<file path="config.mk">
export PLATFORM = sky130hd
export DESIGN_NAME = lcd_pattern_gen
export DESIGN_NICKNAME = d
export VERILOG_FILES = /design/src/rtl/lcd_pkg.sv /design/src/rtl/lcd_timing_ctr.sv /design/src/rtl/lcd_pattern_gen.sv
export SDC_FILE = /design/constraint.sdc
export NUM_CORES = 1
export LEC_CHECK = 0
export BUFFER_PORTS_ARGS = -buffer_cell sky130_fd_sc_hd__buf_4
export CAP_MARGIN = 15
export CELL_PAD_IN_SITES_DETAIL_PLACEMENT = 1
export CELL_PAD_IN_SITES_GLOBAL_PLACEMENT = 2
export CORE_ASPECT_RATIO = 2
export CORE_MARGIN = 2
export CORE_UTILIZATION = 39
export DETAILED_ROUTE_END_ITERATION = 12
export PLACE_DENSITY = 0.87
export SETUP_SLACK_MARGIN = 0.02
export SLEW_MARGIN = 0
export SYNTH_ARGS = -nofsm -noshare
export SYNTH_HDL_FRONTEND = slang
export SYNTH_HIERARCHICAL = 1
export SYNTH_SLANG_ARGS = --single-unit
</file>
<file path="constraint.sdc">
create_clock -name clk_i -period 7.6 [get_ports clk_i]
set_input_delay 0.76 -clock clk_i [delete_from_list [all_inputs] [get_ports clk_i]]
set_output_delay 0.76 -clock clk_i [all_outputs]
set_load 0.05 [all_outputs]
</file>
<file path="src/rtl/lcd_pkg.sv">
// ----------------------------------------------------------------------------
// lcd_pkg
//  Shared types and helpers for the LCD timing / test-pattern generator.
//  - mode_e     : run-time pattern selector
//  - bar_color  : 8-entry colour-bar table as {R,G,B} on/off bits
//  - total_len  : sync + back + active + front
//  - cnt_width  : counter width able to index 0..n-1 (at least 1 bit)
// ----------------------------------------------------------------------------
package lcd_pkg;

   typedef enum logic [1:0] {
      MODE_BARS    = 2'd0,
      MODE_CHECKER = 2'd1,
      MODE_RAMP    = 2'd2,
      MODE_SOLID   = 2'd3
   } mode_e;

   // Each bit selects full scale (1) or zero (0) for one channel: {R,G,B}.
   function automatic logic [2:0] bar_color(input logic [2:0] idx);
      logic [2:0] rgb;
      case (idx)
         3'd0:    rgb = 3'b111;  // white
         3'd1:    rgb = 3'b110;  // yellow
         3'd2:    rgb = 3'b011;  // cyan
         3'd3:    rgb = 3'b010;  // green
         3'd4:    rgb = 3'b101;  // magenta
         3'd5:    rgb = 3'b100;  // red
         3'd6:    rgb = 3'b001;  // blue
         default: rgb = 3'b000;  // black
      endcase
      return rgb;
   endfunction

   function automatic int total_len(input int sync_len, input int back_len,
                                    input int active_len, input int front_len);
      return sync_len + back_len + active_len + front_len;
   endfunction

   function automatic int cnt_width(input int n);
      return (n > 1) ? $clog2(n) : 1;
   endfunction

endpackage

</file>
<file path="src/rtl/lcd_timing_ctr.sv">
// ----------------------------------------------------------------------------
// lcd_timing_ctr
//  Free-running horizontal/vertical pixel counters plus combinational decode
//  of the raw (unregistered) panel timing for the current counter position.
//  Line/frame order: sync, back porch, active, front porch.
//  Ports:
//   clk_i, rst_ni       pixel clock, asynchronous active-low reset
//   hd_raw_o, vd_raw_o  active-low syncs for the current position
//   den_raw_o           current position is inside the visible area
//   frame_start_raw_o   counters are at hcnt=0, vcnt=0
//   x_o, y_o            active-area coordinates (zero outside active range)
// ----------------------------------------------------------------------------
module lcd_timing_ctr import lcd_pkg::*; #(
   parameter int H_ACTIVE = 800,
   parameter int H_FRONT  = 40,
   parameter int H_SYNC   = 128,
   parameter int H_BACK   = 88,
   parameter int V_ACTIVE = 480,
   parameter int V_FRONT  = 1,
   parameter int V_SYNC   = 3,
   parameter int V_BACK   = 21,
   localparam int X_W     = cnt_width(H_ACTIVE),
   localparam int Y_W     = cnt_width(V_ACTIVE)
) (
   input  logic           clk_i,
   input  logic           rst_ni,
   output logic           hd_raw_o,
   output logic           vd_raw_o,
   output logic           den_raw_o,
   output logic           frame_start_raw_o,
   output logic [X_W-1:0] x_o,
   output logic [Y_W-1:0] y_o
);

   localparam int H_TOTAL = total_len(H_SYNC, H_BACK, H_ACTIVE, H_FRONT);
   localparam int V_TOTAL = total_len(V_SYNC, V_BACK, V_ACTIVE, V_FRONT);
   localparam int HC_W    = cnt_width(H_TOTAL);
   localparam int VC_W    = cnt_width(V_TOTAL);

   localparam logic [HC_W-1:0] H_LAST = HC_W'(H_TOTAL - 1);
   localparam logic [VC_W-1:0] V_LAST = VC_W'(V_TOTAL - 1);

   // Boundaries are compared at 32 bits so an end boundary equal to the
   // total (zero front porch) cannot overflow the counter width.
   localparam logic [31:0] H_SYNC_END  = 32'(H_SYNC);
   localparam logic [31:0] H_ACT_START = 32'(H_SYNC + H_BACK);
   localparam logic [31:0] H_ACT_END   = 32'(H_SYNC + H_BACK + H_ACTIVE);
   localparam logic [31:0] V_SYNC_END  = 32'(V_SYNC);
   localparam logic [31:0] V_ACT_START = 32'(V_SYNC + V_BACK);
   localparam logic [31:0] V_ACT_END   = 32'(V_SYNC + V_BACK + V_ACTIVE);

   logic [HC_W-1:0] hcnt_q, hcnt_d;
   logic [VC_W-1:0] vcnt_q, vcnt_d;
   logic [31:0]     h_ext, v_ext;
   logic            h_act, v_act;

   always_comb begin
      hcnt_d = hcnt_q + 1'b1;
      vcnt_d = vcnt_q;
      if (hcnt_q == H_LAST) begin
         hcnt_d = '0;
         vcnt_d = (vcnt_q == V_LAST) ? '0 : vcnt_q + 1'b1;
      end
   end

   always_ff @(posedge clk_i or negedge rst_ni) begin
      if (!rst_ni) begin
         hcnt_q <= '0;
         vcnt_q <= '0;
      end else begin
         hcnt_q <= hcnt_d;
         vcnt_q <= vcnt_d;
      end
   end

   always_comb begin
      h_ext             = 32'(hcnt_q);
      v_ext             = 32'(vcnt_q);
      h_act             = (h_ext >= H_ACT_START) && (h_ext < H_ACT_END);
      v_act             = (v_ext >= V_ACT_START) && (v_ext < V_ACT_END);
      hd_raw_o          = !(h_ext < H_SYNC_END);
      vd_raw_o          = !(v_ext < V_SYNC_END);
      den_raw_o         = h_act && v_act;
      frame_start_raw_o = (hcnt_q == '0) && (vcnt_q == '0);
      x_o               = h_act ? X_W'(h_ext - H_ACT_START) : '0;
      y_o               = v_act ? Y_W'(v_ext - V_ACT_START) : '0;
   end

endmodule

</file>
<file path="src/rtl/lcd_pattern_gen.sv">
// ----------------------------------------------------------------------------
// lcd_pattern_gen
//  Parametrised LCD timing and test-pattern generator for an RGB parallel
//  panel. Pattern mode and solid colour are latched once per frame so a
//  change never tears an image.
//  Ports:
//   clk_i          pixel clock
//   rst_ni         asynchronous active-low reset
//   mode_i         0 bars, 1 checker, 2 grey ramp, 3 solid (sampled at frame start)
//   solid_rgb_i    {R,G,B} for solid mode (sampled at frame start)
//   nclk_o         panel clock, inverted pixel clock
//   grest_o        panel reset, follows rst_ni
//   hd_o, vd_o     active-low horizontal / vertical sync
//   den_o          data enable, high on visible pixels
//   r_o, g_o, b_o  pixel data, zero outside the visible area
//   frame_start_o  one-cycle pulse on the first output cycle of each frame
// ----------------------------------------------------------------------------
module lcd_pattern_gen import lcd_pkg::*; #(
   parameter int H_ACTIVE   = 800,
   parameter int H_FRONT    = 40,
   parameter int H_SYNC     = 128,
   parameter int H_BACK     = 88,
   parameter int V_ACTIVE   = 480,
   parameter int V_FRONT    = 1,
   parameter int V_SYNC     = 3,
   parameter int V_BACK     = 21,
   parameter int COLOR_W    = 8,
   parameter int NUM_BARS   = 8,
   parameter int CHECK_LOG2 = 5,
   parameter int RAMP_SHIFT = 2
) (
   input  logic                 clk_i,
   input  logic                 rst_ni,
   input  logic [1:0]           mode_i,
   input  logic [3*COLOR_W-1:0] solid_rgb_i,
   output logic                 nclk_o,
   output logic                 grest_o,
   output logic                 hd_o,
   output logic                 vd_o,
   output logic                 den_o,
   output logic [COLOR_W-1:0]   r_o,
   output logic [COLOR_W-1:0]   g_o,
   output logic [COLOR_W-1:0]   b_o,
   output logic                 frame_start_o
);

   localparam int X_W   = cnt_width(H_ACTIVE);
   localparam int Y_W   = cnt_width(V_ACTIVE);
   localparam int BAR_W = H_ACTIVE / NUM_BARS;
   localparam int BC_W  = cnt_width(BAR_W);

   localparam logic [BC_W-1:0] BAR_LAST = BC_W'(BAR_W - 1);
   localparam logic [2:0]      BAR_MAX  = 3'(NUM_BARS - 1);

   assign nclk_o  = ~clk_i;
   assign grest_o = rst_ni;

   // ---------------------------------------------------------------- timing
   logic           hd_raw, vd_raw, den_raw, fs_raw;
   logic [X_W-1:0] x;
   logic [Y_W-1:0] y;

   lcd_timing_ctr #(
      .H_ACTIVE (H_ACTIVE),
      .H_FRONT  (H_FRONT),
      .H_SYNC   (H_SYNC),
      .H_BACK   (H_BACK),
      .V_ACTIVE (V_ACTIVE),
      .V_FRONT  (V_FRONT),
      .V_SYNC   (V_SYNC),
      .V_BACK   (V_BACK)
   ) u_timing (
      .clk_i             (clk_i),
      .rst_ni            (rst_ni),
      .hd_raw_o          (hd_raw),
      .vd_raw_o          (vd_raw),
      .den_raw_o         (den_raw),
      .frame_start_raw_o (fs_raw),
      .x_o               (x),
      .y_o               (y)
   );

   // ------------------------------------------------------------ mode latch
   // The frame-start cycle already uses the freshly sampled values, so even a
   // zero-porch timing whose first pixel is visible gets the new mode.
   mode_e                mode_q, mode_d;
   logic [3*COLOR_W-1:0] solid_q, solid_d;

   always_comb begin
      mode_d  = mode_q;
      solid_d = solid_q;
      if (fs_raw) begin
         mode_d  = mode_e'(mode_i);
         solid_d = solid_rgb_i;
      end
   end

   // ----------------------------------------------------------- bar counter
   // Pixel counter within the current bar plus a saturating bar index; both
   // restart at x=0 so the last bar absorbs any H_ACTIVE/NUM_BARS remainder.
   logic [2:0]      bar_idx_q, bar_idx_d, bar_idx_cur;
   logic [BC_W-1:0] bar_cnt_q, bar_cnt_d, bar_cnt_cur;
   logic            bar_first;

   always_comb begin
      bar_first   = den_raw && (x == '0);
      bar_idx_cur = bar_first ? '0 : bar_idx_q;
      bar_cnt_cur = bar_first ? '0 : bar_cnt_q;
      bar_idx_d   = bar_idx_q;
      bar_cnt_d   = bar_cnt_q;
      if (den_raw) begin
         if (bar_cnt_cur == BAR_LAST) begin
            bar_cnt_d = '0;
            bar_idx_d = (bar_idx_cur == BAR_MAX) ? bar_idx_cur : bar_idx_cur + 3'd1;
         end else begin
            bar_cnt_d = bar_cnt_cur + 1'b1;
            bar_idx_d = bar_idx_cur;
         end
      end
   end

   // ----------------------------------------------------------- pattern mux
   logic [2:0]         bar_rgb;
   logic               checker_dark;
   logic [COLOR_W-1:0] ramp;
   logic [COLOR_W-1:0] pix_r, pix_g, pix_b;

   always_comb begin
      bar_rgb      = bar_color(bar_idx_cur);
      checker_dark = (((32'(x) >> CHECK_LOG2) ^ (32'(y) >> CHECK_LOG2)) & 32'd1) != 32'd0;
      ramp         = COLOR_W'(32'(x) >> RAMP_SHIFT);
      pix_r        = '0;
      pix_g        = '0;
      pix_b        = '0;
      if (den_raw) begin
         case (mode_d)
            MODE_BARS: begin
               pix_r = {COLOR_W{bar_rgb[2]}};
               pix_g = {COLOR_W{bar_rgb[1]}};
               pix_b = {COLOR_W{bar_rgb[0]}};
            end
            MODE_CHECKER: begin
               if (!checker_dark) begin
                  pix_r = '1;
                  pix_g = '1;
                  pix_b = '1;
               end
            end
            MODE_RAMP: begin
               pix_r = ramp;
               pix_g = ramp;
               pix_b = ramp;
            end
            MODE_SOLID: begin
               {pix_r, pix_g, pix_b} = solid_d;
            end
            default: ;
         endcase
      end
   end

   // --------------------------------------------------------- output stage
   always_ff @(posedge clk_i or negedge rst_ni) begin
      if (!rst_ni) begin
         mode_q        <= MODE_BARS;
         solid_q       <= '0;
         bar_idx_q     <= '0;
         bar_cnt_q     <= '0;
         hd_o          <= 1'b1;
         vd_o          <= 1'b1;
         den_o         <= 1'b0;
         r_o           <= '0;
         g_o           <= '0;
         b_o           <= '0;
         frame_start_o <= 1'b0;
      end else begin
         mode_q        <= mode_d;
         solid_q       <= solid_d;
         bar_idx_q     <= bar_idx_d;
         bar_cnt_q     <= bar_cnt_d;
         hd_o          <= hd_raw;
         vd_o          <= vd_raw;
         den_o         <= den_raw;
         r_o           <= pix_r;
         g_o           <= pix_g;
         b_o           <= pix_b;
         frame_start_o <= fs_raw;
      end
   end

endmodule

</file>
-- Word level (Yosys, flattened, before mapping)
Index checks and enable logic that the tools add are counted.
- register bits: 84
- bits of input ports: 28
- bitwise gates (word level): 2
- equality and inequality tests: 13
- reduce and logical (&&, ||, !) cells: 12
- $add $sub $neg: 6
- $lt $le $gt $ge: 6
- multiplexer cells: 19
- operators by type and width (kind ; number):
    one-hot mux 8 bit (4 select lines) ; 3
    two-way mux 8 bit ; 4
    two-way mux 24 bit ; 1
    one-hot mux 3 bit (7 select lines) ; 1
    two-way mux 7 bit ; 2
    == test 3 bit (second input constant) ; 4
    adder 11 x 1 -> 11 bit (second input constant) ; 1
    == test 11 bit (second input constant) ; 1
    greater-or-equal comparator 11 x 8 -> 1 bit (second input constant) ; 1
    logical NOT 11 bit ; 1
    less-than comparator 11 x 10 -> 1 bit (second input constant) ; 1
    less-than comparator 11 x 8 -> 1 bit (second input constant) ; 1
    two-way mux 11 bit ; 1
    logical NOT 10 bit ; 1
    two-way mux 10 bit ; 1
    subtractor 10 x 8 -> 10 bit (second input constant) ; 1
    adder 9 x 1 -> 9 bit (second input constant) ; 1
    == test 9 bit (second input constant) ; 1
    greater-or-equal comparator 9 x 5 -> 1 bit (second input constant) ; 1
    logical NOT 9 bit ; 1
    less-than comparator 9 x 2 -> 1 bit (second input constant) ; 1
    less-than comparator 9 bit (second input constant) ; 1
    two-way mux 3 bit ; 3
    two-way mux 9 bit ; 1
    other kinds (16) ; 23

-- Logic depth before layout (Yosys ltp)
- depth in word-level cells: 10
- gate-level depth with buffers: 17
- gate-level depth less buffers: 14

-- Cells and area by module
The synthesis kept the hierarchy.
- modules (own cells, without submodules) (module ; area each (µm²) ; cells an instance ; sequential area each (µm²) ; instances):
    lcd_pattern_gen ; 2645.0 ; 220 ; 1604.0 ; 1
    lcd_timing_ctr ; 1483.9 ; 181 ; 500.5 ; 1

==> summary.md <==
| Metric | Value |
|---|---|
| 1st-iter DRT viols | `124` |
| Status | `finished, final reports clean` |
| Hold bufs inserted after CTS | `0` |
| Top Ports | `58` |
| H-tree depth | `3` |
| WL met1 | `3.463 mm` |
| Final net count | `467` |
| Initial antenna violation count | `0` |
| Largest fanout on the critical path | `14` |
| Starting Density | `39.83%` |
| Max_cap viols | `0` |
| Slew @ Worst Pin | `848.0 ps` |
| Placeable Area | `10,080 um2` |
| Number of remaining DRC errors | `0` |
| Clock Latency Late Sink | `340 ps` |
| Setup TNS | `0 ps` |
| CTS tree | `yes` |
| Max layer used | `met4` |
| DR vias/cell | `5.233` |
| Die Footprint | `11,180 um2` |
| N_diodes | `0` |
| Number of global-route vias before repair | `3,196` |
| Area Growth Syn to Fin | `20.72%` |
| WP data arrival | `4380 ps` |
| Num rows | `52` |
| Pin count of the biggest net entering global routing | `53` |
| Post-DRT Antenna Nets | `0` |
| Critical path endpoint category | `output pin` |
| Syn nets | `419` |
| Post-Syn Area | `4016 um2` |
| Die Y | `147.5 um` |
| GP Congestion | `0.7903` |
| Wire length on met2 | `5.640 mm` |
| Post-Route WL | `9.627 mm` |
| Dpl cell area | `4513 um2` |
| Setup crit start kind | `clock port` |
| Relative slew slack | `43.47%` |
| Yosys Warn Count | `6` |
| Total GRT Usage | `18.81%` |
| Worst Hold Class | `in -> async` |
| IO buf count | `57` |
| Routed len/inst | `16.89 um` |
| Gate Count Post-Synth | `382` |
| Share of cells above drive strength 1 | `28.51%` |
| DRT Pass-1 Iters | `4` |
| Final count of negative-setup-slack endpoints | `0` |
| Critical setup path kind | `clk -> out` |
| Power Dens Cells | `206.9 nW/um2` |
| Final HPWL DP | `7.226 mm` |
| Root Driver | `clkbuf_16` |
| GRT overflow | `0` |
| CTS Buf Count | `9` |
| Critical path required time | `6840 ps` |
| First-pass GRT wire length | `15.75 mm` |
| Detailed-route via count | `2,983` |
| Max VDD drop | `0.1641 mV` |
| Clk_skew | `6.509 ps` |
| P_leak | `2.202 nW` |
| Width of the die | `75.76 um` |
| Mapped Avg Cell Area | `10.51 um2` |
| # Post-CTS Setup Buffers | `0` |
| CTS resizes | `0` |
| Hold Fails Final Rpt | `0` |
| Max-slew violations | `0` |
| Met3 WL | `269 um` |
| RSZ-0062 raised after global routing | `no` |
| Bufs on Longest Clock Path | `2` |
| Post-route cell area | `4848 um2` |
| Clock slew at reported path FFs | `60 ps` |
## worst paths after layout
kind	from	endpoint	slack, ps	cells past startpoint
setup / recovery	clk_i	nclk_o	2460	4
setup reg to reg	u_timing/hcnt_q[0]	bar_idx_q[0]	3490	15
hold / removal	rst_ni	u_timing/vcnt_q[1]	360	1
max in group asynchronous	rst_ni	u_timing/hcnt_q[7]	6240	2
min in group clk_i	solid_q[13]	solid_q[13]	500	1
hold reg to reg	solid_q[13]	solid_q[13]	500	1
## layer usage
layer | GRT usage (%) | vias to the layer above
li1 | - | 1412
met1 | 18.89 | 1493
met2 | 34.96 | 59
met3 | 4.363 | 19
met4 | 7.632 | 0
met5 | 0 | -
## cells in the final DEF (no fill, tap or decap), types with 9 or more instances in the layout
cell type	count
nand3_1	12
nor2_1	16
mux2_2	25
xor2_1	12
nand2_1	48
a21oi_1	43
dfrtp_1	82
inv_1	15
buf_4	60
o21ai_0	12
ha_1	9
clkbuf_16	12
## layout make-up
class / instances / area, um2
Clock inverter: 3 / 21.27
Fill cell: 1116 / 5236
Timing Repair Buffer: 59 / 442.9
Sequential cell: 84 / 2105
Inverter: 15 / 56.30
Tap cell: 135 / 168.9
Clock buffer: 15 / 325.3
Multi-Input combinational cell: 259 / 1729
## power by group
group / internal (mW) / leakage (nW) / switching, mW / total [mW]
logic: 0.0169 / 0.935 / 0.0231 / 0.0400
clock network: 0.300 / 0.175 / 0.207 / 0.507
registers: 0.454 / 1.09 / 0.00192 / 0.456
## flip-flops by register name, summed over array words and instances, names as in the netlist
register / count
b_o: 8
bar_cnt_q: 7
bar_idx_q: 3
den_o: 1
frame_start_o: 1
g_o: 8
hd_o: 1
mode_q: 2
r_o: 8
solid_q: 24
u_timing/hcnt_q: 11
u_timing/vcnt_q: 9
vd_o: 1
## worst max-delay path, stage by stage
cell	delay, ps
clkbuf_16	170
clkbuf_16	170
inv_1	50
buf_4	180
## stage by stage
stage	util (%)	hold WS, ps	power [mW]	cells	setup WS (ps)
after global placement	44.75	479.9	0.5345	554	2830
after CTS	48.08	376.7	1.012	570	2455
final	48.08	360.9	1.003	570	2463
after global routing	48.08	384.1	1.034	570	2439
after detailed placement	44.75	486.8	0.5360	554	2830
after floorplan	-	464.4	0.5032	382	2744
(Power assumes the default switching activity.)
